## config.mk

```make
export PLATFORM = sky130hd
export DESIGN_NAME = uart_reg_bridge_flat
export DESIGN_NICKNAME = d
export VERILOG_FILES = /design/src/rtl/uart_reg_bridge_if.sv /design/src/rtl/uart_reg_bridge.sv /design/src/flat_wrapper.sv
export SDC_FILE = /design/constraint.sdc
export NUM_CORES = 1
export LEC_CHECK = 0
export CELL_PAD_IN_SITES_DETAIL_PLACEMENT = 1
export CELL_PAD_IN_SITES_GLOBAL_PLACEMENT = 1
export CORE_AREA = 2 2 103 105
export CTS_BUF_LIST = sky130_fd_sc_hd__clkbuf_16
export CTS_CLUSTER_SIZE = 25
export DETAILED_ROUTE_END_ITERATION = 10
export DIE_AREA = 0 0 105 107
export GPL_TIMING_DRIVEN = 0
export MAX_ROUTING_LAYER = met4
export PLACE_DENSITY = 0.8
export SLEW_MARGIN = 20
export SYNTH_ARGS = -nofsm -noshare
export SYNTH_HDL_FRONTEND = slang
export SYNTH_SLANG_ARGS = --single-unit
```

## constraint.sdc

```tcl
create_clock -name clk -period 2.6 [get_ports clk]
set_input_delay 0.39 -clock clk [delete_from_list [all_inputs] [get_ports clk]]
set_output_delay 0.39 -clock clk [all_outputs]
set_load 0.05 [all_outputs]
```

## src/rtl/uart_reg_bridge_if.sv

```systemverilog
// Byte-stream and register-bus signals of the UART register bridge.
// The bridge takes the master view; the UART byte ports and the register file sit on the slave side.
interface uart_reg_bridge_if #(
    parameter int ADDR_W = 3
);
    logic [7:0]        rx_data;
    logic              rx_valid;
    logic [7:0]        tx_data;
    logic              tx_valid;
    logic              tx_ready;
    logic [ADDR_W-1:0] reg_addr;
    logic [7:0]        reg_wdata;
    logic              reg_we;
    logic              reg_re;
    logic [7:0]        reg_rdata;

    modport master (
        input  rx_data, rx_valid, tx_ready, reg_rdata,
        output tx_data, tx_valid, reg_addr, reg_wdata, reg_we, reg_re
    );

    modport slave (
        output rx_data, rx_valid, tx_ready, reg_rdata,
        input  tx_data, tx_valid, reg_addr, reg_wdata, reg_we, reg_re
    );
endinterface

```

## src/rtl/uart_reg_bridge.sv

```systemverilog
// Decodes framed read/write bursts from a UART byte stream into register strobes.
// Read responses are queued in a TX FIFO, and error conditions are reported through sticky flags.
module uart_reg_bridge #(
    parameter int         ADDR_W      = 3,
    parameter int         NREGS       = 8,
    parameter int         FIFO_DEPTH  = 4,
    parameter int         TIMEOUT_CYC = 10000,
    parameter logic [7:0] ERR_BYTE    = 8'hEE
) (
    input  logic              clk,
    input  logic              rst_n,
    uart_reg_bridge_if.master bus,
    output logic              busy,
    output logic              err_addr,
    output logic              err_timeout,
    output logic              err_overrun,
    input  logic              err_clr,
    output logic              irq
);
    localparam int PTR_W   = $clog2(FIFO_DEPTH);
    localparam int OCC_W   = PTR_W + 1;
    localparam int TO_W    = (TIMEOUT_CYC > 1) ? $clog2(TIMEOUT_CYC) : 1;
    localparam int TO_LAST = (TIMEOUT_CYC > 0) ? TIMEOUT_CYC - 1 : 0;

    typedef enum logic [2:0] {
        S_IDLE,
        S_CNT,
        S_WDATA,
        S_RD_REQ,
        S_RD_CAP
    } state_t;

    state_t            state_q;
    logic              wr_q;
    logic [ADDR_W-1:0] addr_q;
    logic [7:0]        cnt_q;
    logic [TO_W-1:0]   to_q;
    logic              reg_we_q;
    logic              reg_re_q;
    logic [ADDR_W-1:0] reg_addr_q;
    logic [7:0]        reg_wdata_q;
    logic              err_addr_q;
    logic              err_to_q;
    logic              err_ovr_q;

    logic [7:0]        mem_q [FIFO_DEPTH];
    logic [PTR_W-1:0]  wr_ptr_q;
    logic [PTR_W-1:0]  rd_ptr_q;
    logic [OCC_W-1:0]  occ_q;
    logic [OCC_W-1:0]  occ_d;

    logic              push;
    logic              pop;
    logic [7:0]        push_data;
    logic [ADDR_W-1:0] addr_inc;
    logic              issue_cur;
    logic              issue_inc;
    logic              timeout_hit;

    function automatic logic addr_ok(input logic [ADDR_W-1:0] a);
        return int'(a) < NREGS;
    endfunction

    function automatic logic slot_free(input logic [OCC_W-1:0] occ);
        return occ < OCC_W'(FIFO_DEPTH);
    endfunction

    assign addr_inc    = addr_q + ADDR_W'(1);
    assign timeout_hit = (TIMEOUT_CYC != 0) && (to_q == TO_W'(TO_LAST));

    // FIFO pushes come from RD_CAP (captured read data) or RD_REQ (invalid address answered directly).
    always_comb begin
        push      = 1'b0;
        push_data = ERR_BYTE;
        if (state_q == S_RD_CAP) begin
            push      = 1'b1;
            push_data = bus.reg_rdata;
        end else if (state_q == S_RD_REQ && !reg_re_q && !addr_ok(addr_q) && slot_free(occ_q)) begin
            push = 1'b1;
        end
    end

    assign pop   = (occ_q != '0) && bus.tx_ready;
    assign occ_d = occ_q + OCC_W'(push) - OCC_W'(pop);

    // reg_re is decided one cycle ahead, so it coincides with the RD_REQ cycle that issues the beat.
    // Requiring a free slot at that point guarantees room for the push in the following RD_CAP.
    assign issue_cur = addr_ok(addr_q) && slot_free(occ_d);
    assign issue_inc = addr_ok(addr_inc) && slot_free(occ_d);

    always_ff @(posedge clk or negedge rst_n) begin
        if (!rst_n) begin
            wr_ptr_q <= '0;
            rd_ptr_q <= '0;
            occ_q    <= '0;
        end else begin
            if (push) wr_ptr_q <= wr_ptr_q + PTR_W'(1);
            if (pop)  rd_ptr_q <= rd_ptr_q + PTR_W'(1);
            occ_q <= occ_d;
        end
    end

    always_ff @(posedge clk) begin
        if (push) mem_q[wr_ptr_q] <= push_data;
    end

    always_ff @(posedge clk or negedge rst_n) begin
        if (!rst_n) begin
            state_q     <= S_IDLE;
            wr_q        <= 1'b0;
            addr_q      <= '0;
            cnt_q       <= '0;
            to_q        <= '0;
            reg_we_q    <= 1'b0;
            reg_re_q    <= 1'b0;
            reg_addr_q  <= '0;
            reg_wdata_q <= '0;
            err_addr_q  <= 1'b0;
            err_to_q    <= 1'b0;
            err_ovr_q   <= 1'b0;
        end else begin
            reg_we_q <= 1'b0;
            reg_re_q <= 1'b0;
            to_q     <= '0;
            // A clear is issued first so that any set in the same cycle overrides it.
            if (err_clr) begin
                err_addr_q <= 1'b0;
                err_to_q   <= 1'b0;
                err_ovr_q  <= 1'b0;
            end
            if ((state_q == S_RD_REQ || state_q == S_RD_CAP) && bus.rx_valid) err_ovr_q <= 1'b1;

            case (state_q)
                S_IDLE: begin
                    if (bus.rx_valid) begin
                        wr_q    <= bus.rx_data[7];
                        addr_q  <= bus.rx_data[ADDR_W-1:0];
                        state_q <= S_CNT;
                    end
                end
                S_CNT: begin
                    if (bus.rx_valid) begin
                        cnt_q <= bus.rx_data;
                        if (bus.rx_data == 8'd0) begin
                            state_q <= S_IDLE;
                        end else if (wr_q) begin
                            state_q <= S_WDATA;
                        end else begin
                            state_q <= S_RD_REQ;
                            if (issue_cur) begin
                                reg_re_q   <= 1'b1;
                                reg_addr_q <= addr_q;
                            end
                        end
                    end else if (timeout_hit) begin
                        state_q  <= S_IDLE;
                        err_to_q <= 1'b1;
                    end else begin
                        to_q <= to_q + TO_W'(1);
                    end
                end
                S_WDATA: begin
                    if (bus.rx_valid) begin
                        if (addr_ok(addr_q)) begin
                            reg_we_q    <= 1'b1;
                            reg_addr_q  <= addr_q;
                            reg_wdata_q <= bus.rx_data;
                        end else begin
                            err_addr_q <= 1'b1;
                        end
                        addr_q <= addr_inc;
                        cnt_q  <= cnt_q - 8'd1;
                        if (cnt_q == 8'd1) state_q <= S_IDLE;
                    end else if (timeout_hit) begin
                        state_q  <= S_IDLE;
                        err_to_q <= 1'b1;
                    end else begin
                        to_q <= to_q + TO_W'(1);
                    end
                end
                S_RD_REQ: begin
                    if (reg_re_q) begin
                        state_q <= S_RD_CAP;
                    end else if (push) begin
                        err_addr_q <= 1'b1;
                        addr_q     <= addr_inc;
                        cnt_q      <= cnt_q - 8'd1;
                        if (cnt_q == 8'd1) begin
                            state_q <= S_IDLE;
                        end else if (issue_inc) begin
                            reg_re_q   <= 1'b1;
                            reg_addr_q <= addr_inc;
                        end
                    end else if (issue_cur) begin
                        reg_re_q   <= 1'b1;
                        reg_addr_q <= addr_q;
                    end
                end
                S_RD_CAP: begin
                    addr_q <= addr_inc;
                    cnt_q  <= cnt_q - 8'd1;
                    if (cnt_q == 8'd1) begin
                        state_q <= S_IDLE;
                    end else begin
                        state_q <= S_RD_REQ;
                        if (issue_inc) begin
                            reg_re_q   <= 1'b1;
                            reg_addr_q <= addr_inc;
                        end
                    end
                end
                default: state_q <= S_IDLE;
            endcase
        end
    end

    assign bus.tx_data   = mem_q[rd_ptr_q];
    assign bus.tx_valid  = (occ_q != '0);
    assign bus.reg_addr  = reg_addr_q;
    assign bus.reg_wdata = reg_wdata_q;
    assign bus.reg_we    = reg_we_q;
    assign bus.reg_re    = reg_re_q;

    assign busy        = (state_q != S_IDLE);
    assign err_addr    = err_addr_q;
    assign err_timeout = err_to_q;
    assign err_overrun = err_ovr_q;
    assign irq         = err_addr_q | err_to_q | err_ovr_q;
endmodule

```

## src/flat_wrapper.sv

```systemverilog
// flat-port wrapper written by rule: the top's interface ports become plain ports
module uart_reg_bridge_flat 
#(
    parameter int         ADDR_W      = 3,
    parameter int         NREGS       = 8,
    parameter int         FIFO_DEPTH  = 4,
    parameter int         TIMEOUT_CYC = 10000,
    parameter logic [7:0] ERR_BYTE    = 8'hEE
)
  (clk, rst_n, busy, err_addr, err_timeout, err_overrun, err_clr, irq, bus_rx_data, bus_rx_valid, bus_tx_ready, bus_reg_rdata, bus_tx_data, bus_tx_valid, bus_reg_addr, bus_reg_wdata, bus_reg_we, bus_reg_re);
  uart_reg_bridge_if #(.ADDR_W(ADDR_W)) bus_i ();
  input  logic clk;
  input  logic rst_n;
  output logic busy;
  output logic err_addr;
  output logic err_timeout;
  output logic err_overrun;
  input  logic err_clr;
  output logic irq;
  input wire logic [$bits(bus_i.rx_data)-1:0] bus_rx_data;
  input wire logic [$bits(bus_i.rx_valid)-1:0] bus_rx_valid;
  input wire logic [$bits(bus_i.tx_ready)-1:0] bus_tx_ready;
  input wire logic [$bits(bus_i.reg_rdata)-1:0] bus_reg_rdata;
  output wire logic [$bits(bus_i.tx_data)-1:0] bus_tx_data;
  output wire logic [$bits(bus_i.tx_valid)-1:0] bus_tx_valid;
  output wire logic [$bits(bus_i.reg_addr)-1:0] bus_reg_addr;
  output wire logic [$bits(bus_i.reg_wdata)-1:0] bus_reg_wdata;
  output wire logic [$bits(bus_i.reg_we)-1:0] bus_reg_we;
  output wire logic [$bits(bus_i.reg_re)-1:0] bus_reg_re;
  assign bus_i.rx_data = bus_rx_data;
  assign bus_i.rx_valid = bus_rx_valid;
  assign bus_i.tx_ready = bus_tx_ready;
  assign bus_i.reg_rdata = bus_reg_rdata;
  assign bus_tx_data = bus_i.tx_data;
  assign bus_tx_valid = bus_i.tx_valid;
  assign bus_reg_addr = bus_i.reg_addr;
  assign bus_reg_wdata = bus_i.reg_wdata;
  assign bus_reg_we = bus_i.reg_we;
  assign bus_reg_re = bus_i.reg_re;
  uart_reg_bridge #(.ADDR_W(ADDR_W), .NREGS(NREGS), .FIFO_DEPTH(FIFO_DEPTH), .TIMEOUT_CYC(TIMEOUT_CYC), .ERR_BYTE(ERR_BYTE)) u_core (.clk(clk), .rst_n(rst_n), .bus(bus_i), .busy(busy), .err_addr(err_addr), .err_timeout(err_timeout), .err_overrun(err_overrun), .err_clr(err_clr), .irq(irq));
endmodule
```

== Word level (Yosys, flattened, before mapping) ==
Memory sizes are Yosys's and may differ from the RTL's.
Index checks and enable logic that the tools add are counted.

* Register bits after elaboration: 52
* Bits in writable memories: 32
* Input bits: 21
* Output and inout port bits: 27
* Word-level logic and storage cells: 115
* Memories: 1

{| class="wikitable"
|+ Memories
! name !! words !! width !! rd ports !! clocked after Yosys merged registers in !! write ports !! RTL line !! RTL
|-
| u_core.mem_q || 4 || 8 || 1 || 0 || 1 || uart_reg_bridge.sv:46 || <nowiki>logic [7:0] mem_q [FIFO_DEPTH];</nowiki>
|}

* Add/subtract/negate cells: 7
* Magnitude comparators: 1
* Equal/unequal tests: 14
* Muxes and demuxes: 58
* Bitwise logic cells: 2
* Reduce and logical (&&, ||, !) cells: 17

{| class="wikitable"
|+ Operators by type and width
! cell !! number
|-
| 3-bit two-way mux || 21
|-
| 14-bit two-way mux || 3
|-
| 8-bit two-way mux || 5
|-
| 8-bit case mux with 4 select lines || 1
|-
| 3-bit case mux with 4 select lines || 2
|-
| 1-bit two-way mux || 23
|-
| 3-bit case mux with 5 select lines || 1
|-
| 14-bit by 1-bit adder with 14-bit output (second input constant) || 1
|-
| 14-bit equality test (second input constant) || 1
|-
| 2-bit != test (second input constant) || 6
|-
| 5-bit AND reduction || 2
|-
| 8-bit by 1-bit equality test with 1-bit output (second input constant) || 1
|-
| 8-bit zero test || 1
|-
| 4-bit nonzero test || 2
|-
| 8-bit by 1-bit subtractor with 8-bit output (second input constant) || 1
|-
| 3-bit by 2-bit equality test with 1-bit output (second input constant) || 2
|-
| 2-bit AND reduction || 3
|-
| 6-bit AND reduction || 1
|-
| 3-bit nonzero test || 2
|-
| 2-bit by 1-bit adder with 2-bit output (second input constant) || 2
|-
| 3-bit by 1-bit adder with 3-bit output || 1
|-
| 3-bit by 1-bit adder with 3-bit output (second input constant) || 1
|-
| 3-bit by 1-bit equality test with 1-bit output (second input constant) || 1
|-
| 3-bit equality test (second input constant) || 1
|-
| other kinds (12) || 14
|}

== Depth between registers and ports, before layout ==
* Depth after elaboration: 10
* Gate-level depth with buffers: 12

== Worst setup path before layout ==
No wires, ideal clock.

* Path type: reg-to-reg
* Start: register u_core.occ_q[0]
* End: register u_core.reg_addr_q[0], in the netlist u_core.bus.reg_addr[0]
* Library setup time: 125 ps
* Data arrival time: 3141 ps
* Data required time: 2475 ps
* Slack: -665 ps
* Stages on the path, launching flop included: 12
* Cells stage by stage: dfrtp_1 -> or3_1 -> and2_1 -> ha_1 -> inv_1 -> ha_1 -> fa_1 -> xnor3_1 -> mux2i_1 -> a21oi_1 -> nor4_2 -> mux2_2

* Cells in the longest elaborated chain, start to end: 9

{| class="wikitable"
|+ RTL lines
! element !! RTL line !! RTL
|-
| start: declaration || uart_reg_bridge.sv:49 || <nowiki>logic [OCC_W-1:0] occ_q;</nowiki>
|-
| start signal: assignment || uart_reg_bridge.sv:95 || <nowiki>occ_q <= '0;</nowiki>
|-
| start signal: assignment || uart_reg_bridge.sv:99 || <nowiki>occ_q <= occ_d;</nowiki>
|-
| 3-bit nonzero test * || -- ||
|-
| net bus_tx_valid || flat_wrapper.sv:25 || <nowiki>output wire logic [$bits(bus_i.tx_valid)-1:0] bus_tx_valid;</nowiki>
|-
| 1-bit logical AND * || uart_reg_bridge.sv:83 || <nowiki>assign pop = (occ_q != '0) && bus.tx_ready;</nowiki>
|-
| net u_core.pop || uart_reg_bridge.sv:53 || <nowiki>logic pop;</nowiki>
|-
| 3-bit by 1-bit subtractor with 3-bit output * || uart_reg_bridge.sv:84 || <nowiki>assign occ_d = occ_q + OCC_W'(push) - OCC_W'(pop);</nowiki>
|-
| net u_core.occ_d[2] || uart_reg_bridge.sv:50 || <nowiki>logic [OCC_W-1:0] occ_d;</nowiki>
|-
| 3-bit less-than comparator * || uart_reg_bridge.sv:65 || <nowiki>return occ < OCC_W'(FIFO_DEPTH);</nowiki>
|-
| 3-bit two-way mux || -- ||
|-
| 3-bit two-way mux (on tied branches) (3 in a row) || -- ||
|-
| 3-bit case mux with 4 select lines * || -- ||
|-
| end signal: assignment || uart_reg_bridge.sv:152 || <nowiki>reg_addr_q <= addr_q;</nowiki>
|-
| end signal: assignment || uart_reg_bridge.sv:166 || <nowiki>reg_addr_q <= addr_q;</nowiki>
|-
| end signal: assignment || uart_reg_bridge.sv:192 || <nowiki>reg_addr_q <= addr_inc;</nowiki>
|-
| end: declaration || uart_reg_bridge.sv:40 || <nowiki>logic [ADDR_W-1:0] reg_addr_q;</nowiki>
|}

Mark *: on every way through the listed nets, which the timed path passes. The rest lies on a longest branch. The select of a mux whose other input is x is not followed.
A chain may end at the register's enable or synchronous reset.

== Worst setup path in the final report ==
* Start: register u_core.occ_q[0]
* End: register u_core.reg_addr_q[0], in the netlist u_core.bus.reg_addr[0]

* Cells in the longest elaborated chain, start to end: 9

{| class="wikitable"
|+ RTL lines
! element !! RTL line
|-
| 3-bit nonzero test * || uart_reg_bridge.sv:83
|-
| 1-bit logical AND * || uart_reg_bridge.sv:83
|-
| net u_core.pop || uart_reg_bridge.sv:53
|-
| 3-bit by 1-bit subtractor with 3-bit output * || uart_reg_bridge.sv:84
|-
| net u_core.occ_d[2] || uart_reg_bridge.sv:50
|-
| 3-bit less-than comparator * || uart_reg_bridge.sv:65
|-
| 3-bit two-way mux || --
|-
| 3-bit two-way mux (on tied branches) (3 in a row) || --
|-
| 3-bit case mux with 4 select lines * || --
|}

Marked as above.

==> summary.md <==
| Metric | Value |
|---|---|
| Cell Area, Placed | roughly 4600 um2 |
| Mean post-synth cell area | between 10 and 15 um2 |
| Clk_lat worst skew | between 0.3 and 0.4 ns |
| Cell chosen for the clock root | clkbuf_16 |
| Post-synth EDFFs | 32 |
| Area of the multi-input gates | 1630 um2 |
| Comb pwr share | a little under half |
| Fmax | 334 MHz |
| Die width | 105 um |
| Routed len/inst | between 15 and 20 um |
| # IOs | 48 |
| CP required | roughly 2.8 ns |
| Global-route wire length before repair | 15,200 um |
| Count leader, synth | dfrtp_1 |
| Cell Pwr Density | 1240 nW/um2 |
| Critical path class | flop to flop |
| Layout cells sized above 1 | between 10% and 20% |
| Area of the core | 10,100 um2 |
| RSZ-0062 raised after global routing | true |
| WP buf/inv | 2 |
| P_sw | 2.52 mW |
| Cell Chain, Critical Path | or3_4, and2_4, ha_4, inv_2, ha_4, fa_2, xnor3_2, mux2i_1, a21oi_2, nor4_4, buf_4, mux2_4 |
| DRC violations left | 0 |
| Internal power | 3.72 mW |
| Vias | 2,768 |
| CP Data Arrival Time | 3.22 ns |
| Cts bufs inserted | 9 |
| Hold Fails Final Rpt | 0 |
| Max FO, Critical Path | 4 |
| Final Cycle Share | 115% |
| CTS max path bufs | 2 |
| Worst stage delay on the critical path | 0.39 ns |
| Failing checks | negative setup slack |
| Main area contributors after synthesis | dfrtp_1 (33%), edfxtp_1 (24%), mux4_2 (4.5%), ha_1 (3.2%), mux2_2 (3.1%) |
| Largest net degree at the start of global routing | 53 |
| Ys flop type | dfrtp_1 |
| Synthesized area | 3970 um2 |
| Hold Crit Class | primary input to async pin |
| Final wirelength | approximately 9000 um |
| Slew @ Worst Pin | roughly 0.67 ns |
| Final ANT Viol Nets | 0 |
| Vias/cell | 5.21 |
| DR pass1 iterations | 4 |
| Worst-case vdd ir drop | 0.787 mV |
| Area leader, netlist | dfrtp_1 |
| Clk sinks | 84 |
| Relative slew slack | 55.1% |
| Post-Syn Nets | between 300 and 400 |
| Detail Placement HPWL | 6290 um |
| Final WS setup | -0.396 ns |
| CP endpoint kind | flop |
| Die height | approximately 110 um |
| Max Cap Viol | 0 |
| Hold_buf cts | 0 |
| Crit-path most repeated cell | ha_4 |
| Critical Path Start Type | flop |
| Site Rows | 37 |
| Final Max Tran Viols | 0 |
| Sequential area share after synthesis | 57.0% |
| Clock transition at path regs | 0.07 ns |
| Clock Skew | between 0.007 and 0.008 ns |
| Die ar. | 11,200 um2 |
| Post-layout util | 49.7% |
| Antenna cells | 0 |
| Global route total overflow | 0 |
| Clock Power Share | 22.7% |
| CTS tree | done |
| Slowest stage cell, crit path | or3_4 |
| Fillers | 1,105 |
| Nets | 422 |
| Seq cells post-synth | between 80 and 90 |
| Initial cell density of the core | 39.3% |
| Synth warn | 0 |
| Total area of sequential cells | approximately 2300 um2 |
| Reg power frac | 30.0% |
| Gpl congestion | ~0.83 |
| H-tree depth | 3 |
| Vias in the first global route | 3,029 |
| Final instance area | 5020 um2 |
| Area delta synth->final | 26.5% |
| I/O Buffers | 47 |
| Initial DRC count | 100 |
| # setup viols final | 3 |
| Top cell type's share of synthesized area | 32.8% |
| Distinct cell type count after synthesis | 51 |
| Status | finished with violations |
| Top delay family on crit path | adder cells |
| Initial antenna violation count | 0 |
| Total GRT Usage | 17.9% |
| Post-route minimum period | ~3.0 ns |
| Sw Ratio | between 40 and 50% |
| Ys async rst share | 61.9% |
| Leak | 1.96 nW |
| Top post-synthesis cells by count | dfrtp_1 (52), edfxtp_1 (32), nand2_1 (26), nor2_1 (23), a21oi_1 (18) |
| Synth Instances | 329 |
[routing by layer]
| metal | global-route usage (%) | part of all wire (%) |
|---|---|---|
| met1 | 20.8 | 42 |
| met2 | 30.6 | 53 |
| met3 | 4.01 | 3.7 |
| met4 | 6.67 | 1.4 |
| met5 | - | 0 |
[repair_timing]
action                                  CTS  global route
resized for setup                        15             0
buffers inserted                          4             0
endpoints found under the setup margin   12             3
pin swaps                                 0             1
[worst reg2reg max path: stages (launching register included)]
cell	delay (ns)
dfrtp_1	0.38
or3_4	0.39
and2_4	0.18
ha_4	0.25
inv_2	0.03
ha_4	0.15
fa_2	0.33
xnor3_2	0.27
mux2i_1	0.19
a21oi_2	0.09
nor4_4	0.14
buf_4	0.18
mux2_4	0.31
[state kept, by name (all words and copies together), names as in the netlist, 3 cells and up]
| signal | flops |
|---|---|
| u_core.occ_q | 3 |
| u_core.bus.reg_addr | 3 |
| u_core.state_q | 3 |
| u_core.bus.reg_wdata | 8 |
| u_core.to_q | 14 |
| u_core.cnt_q | 8 |
| u_core.addr_q | 3 |
| u_core.mem_q | 32 |
[power by group through the flow]
stage | Clock [mW] | Sequential (mW) | Combinational, mW
floorplan | 0 | 2.22 | 1.71
CTS | 1.46 | 1.87 | 2.99
global placement | 0 | 1.88 | 2.77
finish | 1.41 | 1.87 | 2.96
detailed placement | 0 | 1.90 | 2.85
global route | 1.49 | 1.91 | 3.21
[path summary, 6_finish.rpt]
kind | from | endpoint | slack [ns] | cells past startpoint
max | u_core.occ_q[0]$_DFF_PN0_ | u_core.bus.reg_addr[0]$_DFFE_PN0P_ | -0.40 | 12
min | rst_n | u_core.bus.reg_wdata[5]$_DFFE_PN0P_ | 0.07 | 1
max reg2reg | u_core.occ_q[0]$_DFF_PN0_ | u_core.bus.reg_addr[0]$_DFFE_PN0P_ | -0.40 | 12
min in group clk | u_core.to_q[0]$_DFF_PN0_ | u_core.to_q[0]$_DFF_PN0_ | 0.46 | 1
max in group asynchronous | rst_n | u_core.bus.reg_re$_DFF_PN0_ | 2.06 | 1
min reg2reg | u_core.to_q[0]$_DFF_PN0_ | u_core.to_q[0]$_DFF_PN0_ | 0.46 | 1
[metrics by stage]
step	TNS (ns)	setup slack (ns)	instances	hold slack, ns	total power, mW
2_1_floorplan	-1.12	-0.374	329	0.0944	3.93
6_report	-1.17	-0.396	531	0.0665	6.24
3_3_place_gp	-25.14	-0.809	512	0.436	4.65
4_1_cts	-1.16	-0.395	531	0.106	6.33
5_1_grt	-1.61	-0.542	531	0.144	6.62
3_5_place_dp	-2.74	-0.891	512	0.456	4.74
[area by class of cell]
type	count	area share, %
flip-flops and latches	84	45.1
multi-input cells	218	32.4
repair buffers	51	9.72
clock buffers	9	4.49
well taps	136	3.39
clock inverters	7	2.12
plain buffers	11	1.57
inverters	15	1.20
[layout by cell type, fill, tap and decap left out, types with 8 or more instances in the layout]
cell             count
dfrtp_1             52
clkdlybuf4s50_1     38
edfxtp_1            32
nand2_1             26
nor2_1              23
a21oi_1             17
o21ai_0             17
inv_1               13
nand3_1              9
and2_1               9
xor2_1               9
clkbuf_16            9
mux4_2               8
mux2_2               8
ha_1                 8
dlygate4sd2_1        8
[cell families after synthesis]
family                     Yosys count  synth area share [%]
buffers and inverters               27                  3.50
DFF                                 84                  57.0
xor gates and xnor gates            17                  4.29
and+or+nand+nor                    116                  15.5
muxes                               21                  8.29
AOI/OAI and AO/OA                   53                  7.79
adders and majority gates           11                  3.66
No activity file was read; power rests on OpenSTA's default activity.
